[config.mk]
export PLATFORM = sky130hd
export DESIGN_NAME = pcie_cc_cpl_framer
export DESIGN_NICKNAME = d
export VERILOG_FILES = /design/src/rtl/pcie_cc_cpl_framer.sv
export SDC_FILE = /design/constraint.sdc
export NUM_CORES = 1
export LEC_CHECK = 0
export BUFFER_PORTS_ARGS = -buffer_cell sky130_fd_sc_hd__buf_4
export CORE_AREA = 8 8 227 229
export DETAILED_ROUTE_END_ITERATION = 16
export DIE_AREA = 0 0 235 237
export PLACE_DENSITY = 0.72
export SLEW_MARGIN = 20
export SYNTH_ARGS = -nofsm -noshare
export SYNTH_HDL_FRONTEND = slang
export SYNTH_SLANG_ARGS = --single-unit
[constraint.sdc]
create_clock -name clk -period 6.54 [get_ports clk]
set_clock_uncertainty 0.1 [all_clocks]
set_input_delay 0.981 -clock clk [delete_from_list [all_inputs] [get_ports clk]]
set_output_delay 0.981 -clock clk [all_outputs]
set_load 0.01 [all_outputs]
[src/rtl/pcie_cc_cpl_framer.sv]
// PCIe Completer Completion framer: a 3-DW CC descriptor followed by the payload,
// realigned by 3 DWs, on a single-region MFB bus with a registered output stage.
module pcie_cc_cpl_framer #(
   parameter int MFB_REGIONS     = 1,
   parameter int MFB_REGION_SIZE = 1,
   parameter int MFB_BLOCK_SIZE  = 8,
   parameter int MFB_ITEM_WIDTH  = 32,
   localparam int ITEMS  = MFB_REGIONS * MFB_REGION_SIZE * MFB_BLOCK_SIZE,
   localparam int DATA_W = ITEMS * MFB_ITEM_WIDTH,
   localparam int POS_W  = $clog2(ITEMS)
) (
   input  logic              clk,
   input  logic              rst_n,
   input  logic              req_vld_i,
   output logic              req_rdy_o,
   input  logic [6:0]        req_low_addr_i,
   input  logic [12:0]       req_byte_cnt_i,
   input  logic [10:0]       req_dw_cnt_i,
   input  logic [2:0]        req_status_i,
   input  logic [15:0]       req_rid_i,
   input  logic [7:0]        req_tag_i,
   input  logic [15:0]       req_cid_i,
   input  logic [2:0]        req_tc_i,
   input  logic [2:0]        req_attr_i,
   input  logic [DATA_W-1:0] rd_data_i,
   input  logic              rd_vld_i,
   output logic              rd_rdy_o,
   output logic [DATA_W-1:0] mfb_data_o,
   output logic              mfb_sof_o,
   output logic              mfb_eof_o,
   output logic              mfb_sof_pos_o,
   output logic [POS_W-1:0]  mfb_eof_pos_o,
   output logic              mfb_src_rdy_o,
   input  logic              mfb_dst_rdy_i
);

   localparam int DW    = MFB_ITEM_WIDTH;
   localparam int HDR_W = 3 * DW;
   localparam int NEW_W = DATA_W - HDR_W;

   typedef enum logic [1:0] {S_IDLE, S_HDR, S_BODY, S_TAIL} state_t;

   state_t             state_q, state_d;
   logic [10:0]        n_q, n_d;
   logic [10:0]        rem_q, rem_d;
   logic [HDR_W-1:0]   desc_q, desc_d;
   logic [HDR_W-1:0]   carry_q, carry_d;
   logic [DATA_W-1:0]  data_q, data_d;
   logic               sof_q, sof_d;
   logic               eof_q, eof_d;
   logic [POS_W-1:0]   pos_q, pos_d;
   logic               src_q, src_d;

   logic               adv;
   logic               emit;
   logic               last;
   logic [DATA_W-1:0]  word;
   logic [POS_W-1:0]   eof_pos;

   assign adv     = !src_q || mfb_dst_rdy_i;
   assign eof_pos = POS_W'(n_q + 11'd2);

   always_comb begin
      state_d   = state_q;
      n_d       = n_q;
      rem_d     = rem_q;
      desc_d    = desc_q;
      carry_d   = carry_q;
      data_d    = data_q;
      sof_d     = sof_q;
      eof_d     = eof_q;
      pos_d     = pos_q;
      src_d     = src_q;
      req_rdy_o = 1'b0;
      rd_rdy_o  = 1'b0;
      emit      = 1'b0;
      last      = 1'b0;
      word      = '0;

      case (state_q)
         S_IDLE: begin
            req_rdy_o = 1'b1;
            if (adv) src_d = 1'b0;
            if (req_vld_i) begin
               desc_d = {1'b0, req_attr_i, req_tc_i, 1'b0, req_cid_i, req_tag_i,
                         req_rid_i, 2'b00, req_status_i, req_dw_cnt_i,
                         3'b000, req_byte_cnt_i, 6'b0, 2'b00, 1'b0, req_low_addr_i};
               n_d     = req_dw_cnt_i;
               rem_d   = req_dw_cnt_i;
               state_d = S_HDR;
            end
         end
         S_HDR, S_BODY: begin
            rd_rdy_o = adv && rem_q != 11'd0;
            if (adv) begin
               // a zero-length completion frames the descriptor without waiting on data
               if (rem_q == 11'd0 || rd_vld_i) begin
                  emit    = 1'b1;
                  word    = {rd_data_i[NEW_W-1:0], (state_q == S_HDR) ? desc_q : carry_q};
                  last    = rem_q <= 11'd5;
                  carry_d = rd_data_i[DATA_W-1:NEW_W];
                  rem_d   = (rem_q > 11'd8) ? rem_q - 11'd8 : 11'd0;
                  if (last)               state_d = S_IDLE;
                  else if (rem_q <= 11'd8) state_d = S_TAIL;
                  else                    state_d = S_BODY;
               end else begin
                  src_d = 1'b0;
               end
            end
         end
         S_TAIL: begin
            if (adv) begin
               emit    = 1'b1;
               last    = 1'b1;
               word    = {{NEW_W{1'b0}}, carry_q};
               state_d = S_IDLE;
            end
         end
         default: state_d = S_IDLE;
      endcase

      if (emit) begin
         for (int i = 0; i < ITEMS; i++)
            if (last && POS_W'(i) > eof_pos) word[i*DW +: DW] = '0;
         data_d = word;
         sof_d  = (state_q == S_HDR);
         eof_d  = last;
         pos_d  = last ? eof_pos : '0;
         src_d  = 1'b1;
      end
   end

   always_ff @(posedge clk or negedge rst_n) begin
      if (!rst_n) begin
         state_q <= S_IDLE;
         n_q     <= '0;
         rem_q   <= '0;
         desc_q  <= '0;
         carry_q <= '0;
         data_q  <= '0;
         sof_q   <= 1'b0;
         eof_q   <= 1'b0;
         pos_q   <= '0;
         src_q   <= 1'b0;
      end else begin
         state_q <= state_d;
         n_q     <= n_d;
         rem_q   <= rem_d;
         desc_q  <= desc_d;
         carry_q <= carry_d;
         data_q  <= data_d;
         sof_q   <= sof_d;
         eof_q   <= eof_d;
         pos_q   <= pos_d;
         src_q   <= src_d;
      end
   end

   assign mfb_data_o    = data_q;
   assign mfb_sof_o     = sof_q;
   assign mfb_eof_o     = eof_q;
   assign mfb_sof_pos_o = 1'b0;
   assign mfb_eof_pos_o = pos_q;
   assign mfb_src_rdy_o = src_q;

endmodule

==> flow_summary.html <==
<table>
<tr><th>Metric</th><th>Value</th></tr>
<tr><th colspan="2">Clocking</th></tr>
<tr><td>Sink count of the clock tree</td><td>451</td></tr>
<tr><td>Master cell of the clock root buffer</td><td>sky130_fd_sc_hd__clkbuf_16</td></tr>
<tr><td>Clock latency on the worst-skew pair</td><td>0.57 ns</td></tr>
<tr><td>Clock-pin transition on the worst setup and hold timing paths</td><td>0.06 ns</td></tr>
<tr><td>Clock tree from TritonCTS</td><td>done</td></tr>
<tr><td>Number of clock buffers inserted by TritonCTS</td><td>49</td></tr>
<tr><td>Number of buffers inserted for hold repair after clock tree synthesis</td><td>0</td></tr>
<tr><td>Clock H-tree levels</td><td>2</td></tr>
<tr><td>Buffers inserted during post-CTS setup optimization</td><td>0</td></tr>
<tr><td>Post-cts repair resize count</td><td>0</td></tr>
<tr><td>Longest Clk Path Bufs</td><td>3</td></tr>
<tr><th colspan="2">Drt</th></tr>
<tr><td>Wire length per cell</td><td>23.4 µm</td></tr>
<tr><td>Pre-Repair DR Iteration Count</td><td>5</td></tr>
<tr><td>Detail Route Antenna Nets</td><td>0</td></tr>
<tr><td>Final wirelength</td><td>58,800 µm</td></tr>
<tr><td>Drt drc</td><td>0</td></tr>
<tr><td>Post-detailed-route via-to-cell ratio</td><td>5.28</td></tr>
<tr><td>Via total after detailed routing</td><td>13,300</td></tr>
<tr><td>Number of DRC violations after detailed-routing iteration 0</td><td>696</td></tr>
<tr><th colspan="2">Place</th></tr>
<tr><td>Placed standard-cell area</td><td>22,700 µm²</td></tr>
<tr><td>Post-Place Setup Slack</td><td>2.85 ns</td></tr>
<tr><td>Post-DP HPWL</td><td>42,400 µm</td></tr>
<tr><td>Number of port buffers</td><td>604</td></tr>
<tr><td>Final estimated routing congestion in global placement</td><td>0.855</td></tr>
<tr><th colspan="2">Timing</th></tr>
<tr><td>Post-route worst hold slack</td><td>0.296 ns</td></tr>
<tr><td>Period Utilization, post-route</td><td>0.517</td></tr>
<tr><td>Number of setup violations in the final report</td><td>0</td></tr>
<tr><td>Maximum operating frequency</td><td>296 MHz</td></tr>
<tr><td>Number of max-slew violations in the final report</td><td>0</td></tr>
<tr><td>Number of endpoints with negative hold slack in the final report</td><td>0</td></tr>
<tr><td>Period minus WS final</td><td>3.38 ns</td></tr>
<tr><td>Slew at the pin with the worst max-slew slack</td><td>1.10 ns</td></tr>
<tr><td>Setup_tns</td><td>0 ns</td></tr>
<tr><td>Final WS setup</td><td>3.16 ns</td></tr>
<tr><td>Relative max-transition margin</td><td>0.269</td></tr>
<tr><td>Unrepaired setup endpoints after global routing</td><td>false</td></tr>
<tr><th colspan="2">Worst setup path</th></tr>
<tr><td>Crit path launch type</td><td>flip-flop</td></tr>
<tr><td>Worst setup path category</td><td>reg -&gt; reg</td></tr>
<tr><td>Depth of the worst register-to-register path</td><td>7</td></tr>
<tr><td>Setup crit start</td><td>state_q[0]</td></tr>
<tr><td>Endpoint class of the critical path</td><td>flip-flop</td></tr>
<tr><td>Critical path fanouts, max</td><td>67</td></tr>
<tr><td>Capture instance of the worst register-to-register path</td><td>mfb_data_o[240]</td></tr>
<tr><td>Register-to-register setup slack</td><td>3.16 ns</td></tr>
<tr><td>Slowest stage cell on the critical path</td><td>sky130_fd_sc_hd__buf_4</td></tr>
<tr><td>Start of the worst register-to-register path</td><td>state_q[0]</td></tr>
<tr><td>Crit path largest cell delay</td><td>0.71 ns</td></tr>
<tr><td>Critical path data arrival time</td><td>3.78 ns</td></tr>
<tr><td>CP cell instances</td><td>inv_1 &gt; ha_1 &gt; nand2_1 &gt; nor2_1 &gt; o21ai_4 &gt; buf_4 &gt; a22o_1</td></tr>
<tr><td>Required arrival time at the worst endpoint</td><td>6.94 ns</td></tr>
<tr><th colspan="2">Cells and area</th></tr>
<tr><td>Total Nets Final</td><td>2,194</td></tr>
<tr><td>Number of filler instances in the final layout</td><td>4,221</td></tr>
<tr><td>Core utilization of the finished layout</td><td>0.504</td></tr>
<tr><td>Synth-to-layout area growth</td><td>37.9%</td></tr>
<tr><td>Cell area after layout</td><td>24,300 µm²</td></tr>
<tr><td>Share of cells above drive strength 1</td><td>0.474</td></tr>
<tr><th colspan="2">Logic synthesis</th></tr>
<tr><td>Post-synthesis sequential area ratio</td><td>0.641</td></tr>
<tr><td>Top cells by count, synth</td><td>sky130_fd_sc_hd__dfrtp_1 (451), sky130_fd_sc_hd__a22o_1 (219), sky130_fd_sc_hd__mux2_2 (177)</td></tr>
<tr><td>Flops &amp; latches, synth</td><td>451</td></tr>
<tr><td>Mean area per synthesized cell</td><td>13.9 µm²</td></tr>
<tr><td>Count of flip-flops with a built-in enable after synthesis</td><td>0</td></tr>
<tr><td>Number of cells produced by synthesis</td><td>1,264</td></tr>
<tr><td>Leading area contributor after synthesis</td><td>sky130_fd_sc_hd__dfrtp_1</td></tr>
<tr><td>Top area cells in the synthesized netlist</td><td>sky130_fd_sc_hd__dfrtp_1 (64%), sky130_fd_sc_hd__mux2_2 (11%), sky130_fd_sc_hd__a22o_1 (11%), sky130_fd_sc_hd__a22oi_1 (2.7%), sky130_fd_sc_hd__o21ai_0 (2.0%)</td></tr>
<tr><td>Async SR Flop Fraction</td><td>1.00</td></tr>
<tr><td>Most used DFF post-synth</td><td>sky130_fd_sc_hd__dfrtp_1</td></tr>
<tr><td>Most numerous cell in the Yosys netlist</td><td>sky130_fd_sc_hd__dfrtp_1</td></tr>
<tr><td>Yosys top cell area share</td><td>0.641</td></tr>
<tr><td>Post-Synthesis Net Count</td><td>1,615</td></tr>
<tr><td>Area of the mapped netlist</td><td>17,600 µm²</td></tr>
<tr><td>Warning count from the yosys run</td><td>0</td></tr>
<tr><td>Post-synthesis cell type count</td><td>51</td></tr>
<tr><th colspan="2">Run</th></tr>
<tr><td>Max-cap check violation count</td><td>0</td></tr>
<tr><th colspan="2">Pwr</th></tr>
<tr><td>Combinational group share of total power</td><td>0.403</td></tr>
<tr><td>Reported net switching power</td><td>4400 µW</td></tr>
<tr><td>Share of total power consumed by net switching</td><td>0.350</td></tr>
<tr><td>Int Pwr</td><td>8200 µW</td></tr>
<tr><td>Pwr dens</td><td>519 nW/µm²</td></tr>
<tr><td>Leak pwr</td><td>0.0117 µW</td></tr>
<tr><td>IR drop worst, VDD</td><td>0.273 mV</td></tr>
<tr><td>Portion of total power attributed to sequential cells</td><td>0.384</td></tr>
<tr><td>Clock share of power</td><td>0.214</td></tr>
<tr><th colspan="2">Die</th></tr>
<tr><td>Row Count</td><td>81</td></tr>
<tr><td>Initial standard-cell utilization of the core</td><td>0.365</td></tr>
<tr><td>DIE HEIGHT</td><td>237 µm</td></tr>
<tr><td>Core Box Area</td><td>48,100 µm²</td></tr>
<tr><td>Number of placed I/O pins</td><td>606</td></tr>
<tr><td>Die Outline Area</td><td>55,700 µm²</td></tr>
<tr><td>Die width</td><td>235 µm</td></tr>
<tr><th colspan="2">GRT</th></tr>
<tr><td>Largest net degree at the start of global routing</td><td>156</td></tr>
<tr><td>Total global routing track utilization</td><td>0.204</td></tr>
<tr><td>Initial antenna violation count</td><td>18</td></tr>
<tr><td>First-pass GRT wire length</td><td>88,900 µm</td></tr>
<tr><td>Total congestion overflow after global routing</td><td>0</td></tr>
<tr><td>Via count of the first global-routing pass</td><td>13,900</td></tr>
<tr><th colspan="2">Worst hold path</th></tr>
<tr><td>Path type of the worst min-delay path</td><td>in -&gt; async</td></tr>
<tr><th colspan="2">Status</th></tr>
<tr><td>Status</td><td>finished, final reports clean</td></tr>
</table>
## layer usage
layer	global-route usage	share of wire	up-vias
met5	0	0.00020	-
met3	0.0729	0.087	114
met1	0.238	0.38	6737
met4	0.0876	0.038	2
li1	-	-	5883
met2	0.337	0.49	541
## power by group through the flow
| stage | sequential [µW] | combinational, µW | clock, µW |
|---|---|---|---|
| 2_1_floorplan | 4990 | 2750 | 0 |
| 3_3_place_gp | 4810 | 4970 | 0 |
| 3_5_place_dp | 4870 | 5110 | 0 |
| 4_1_cts | 4830 | 5130 | 2760 |
| 5_1_grt | 4990 | 5490 | 2870 |
| 6_report | 4840 | 5070 | 2690 |
## critical path: cells and delay by family, from the launching register on
kind / cells / cell delay, ns
AOI/OAI and AO/OA: 2 / 0.95
buffers and inverters: 2 / 0.79
and+or+nand+nor: 2 / 0.53
adders and majority gates: 1 / 0.51
DFF: 1 / 0.37
## final cells by class
class                      instances  area (µm²)  share of cell area
antenna                           13        32.5             0.00134
multi-input combinational        705        5860               0.241
sequential                       451       11300               0.465
clock buffer                      73        1400              0.0575
clock inverter                    13         155             0.00639
timing repair buffer             622        4710               0.194
inverter                          14        52.6             0.00217
tap                              622         778              0.0321
## how the worst max path moves through the flow
stage | to | slack (ns) | cells after the start
global route | mfb_data_o[226] | 2.91 | 7
detailed placement | mfb_data_o[196] | 2.85 | 6
CTS | mfb_data_o[196] | 2.89 | 7
finish | mfb_data_o[240] | 3.16 | 7
global placement | mfb_data_o[217] | 2.94 | 6
floorplan | carry_q[55] | 3.80 | 8
## layout by cell type, fill, tap and decap left out, types with 3 or more instances in the layout
| cell type | Yosys | final |
|---|---|---|
| sky130_fd_sc_hd__a21oi_2 | 4 | 4 |
| sky130_fd_sc_hd__clkinv_2 | 0 | 6 |
| sky130_fd_sc_hd__clkbuf_1 | 43 | 16 |
| sky130_fd_sc_hd__a221o_1 | 3 | 3 |
| sky130_fd_sc_hd__buf_4 | 18 | 617 |
| sky130_fd_sc_hd__inv_6 | 0 | 4 |
| sky130_fd_sc_hd__mux2_2 | 177 | 177 |
| sky130_fd_sc_hd__nor3_2 | 2 | 3 |
| sky130_fd_sc_hd__bufinv_16 | 0 | 3 |
| sky130_fd_sc_hd__a22o_1 | 219 | 219 |
| sky130_fd_sc_hd__a32o_1 | 4 | 4 |
| sky130_fd_sc_hd__a22oi_1 | 63 | 63 |
| sky130_fd_sc_hd__inv_1 | 14 | 14 |
| sky130_fd_sc_hd__clkbuf_8 | 0 | 8 |
| sky130_fd_sc_hd__nand3_1 | 4 | 4 |
| sky130_fd_sc_hd__ha_1 | 10 | 10 |
| sky130_fd_sc_hd__dfrtp_1 | 451 | 451 |
| sky130_fd_sc_hd__nand2_1 | 77 | 75 |
| sky130_fd_sc_hd__nor2_1 | 18 | 18 |
| sky130_fd_sc_hd__a21oi_1 | 8 | 8 |
| sky130_fd_sc_hd__clkbuf_16 | 0 | 49 |
| sky130_fd_sc_hd__diode_2 | 0 | 13 |
| sky130_fd_sc_hd__o21ai_0 | 70 | 69 |
| sky130_fd_sc_hd__nor3_1 | 6 | 4 |
## registers in the layout (all words and copies together) (netlist names), 2 cells and up
signal,cells
desc_q,78
mfb_eof_pos_o,3
carry_q,96
n_q,2
mfb_data_o,256
rem_q,11
state_q,2
## cells by family after synthesis
kind of cell,count (synthesis),synth area share
muxes,179,0.114
AOI/OAI and AO/OA,391,0.177
other,1,0.000213
DFF,451,0.641
and+or+nand+nor,124,0.0313
adders and majority gates,10,0.00711
buffers and inverters,108,0.0288
## per-stage QoR
step                cells  total power, µW
floorplan            1264             7740
global placement     2414             9780
detailed placement   2414             9980
CTS                  2500            12700
global route         2512            13300
finish               2513            12600
No activity file was read; power rests on OpenSTA's default activity.
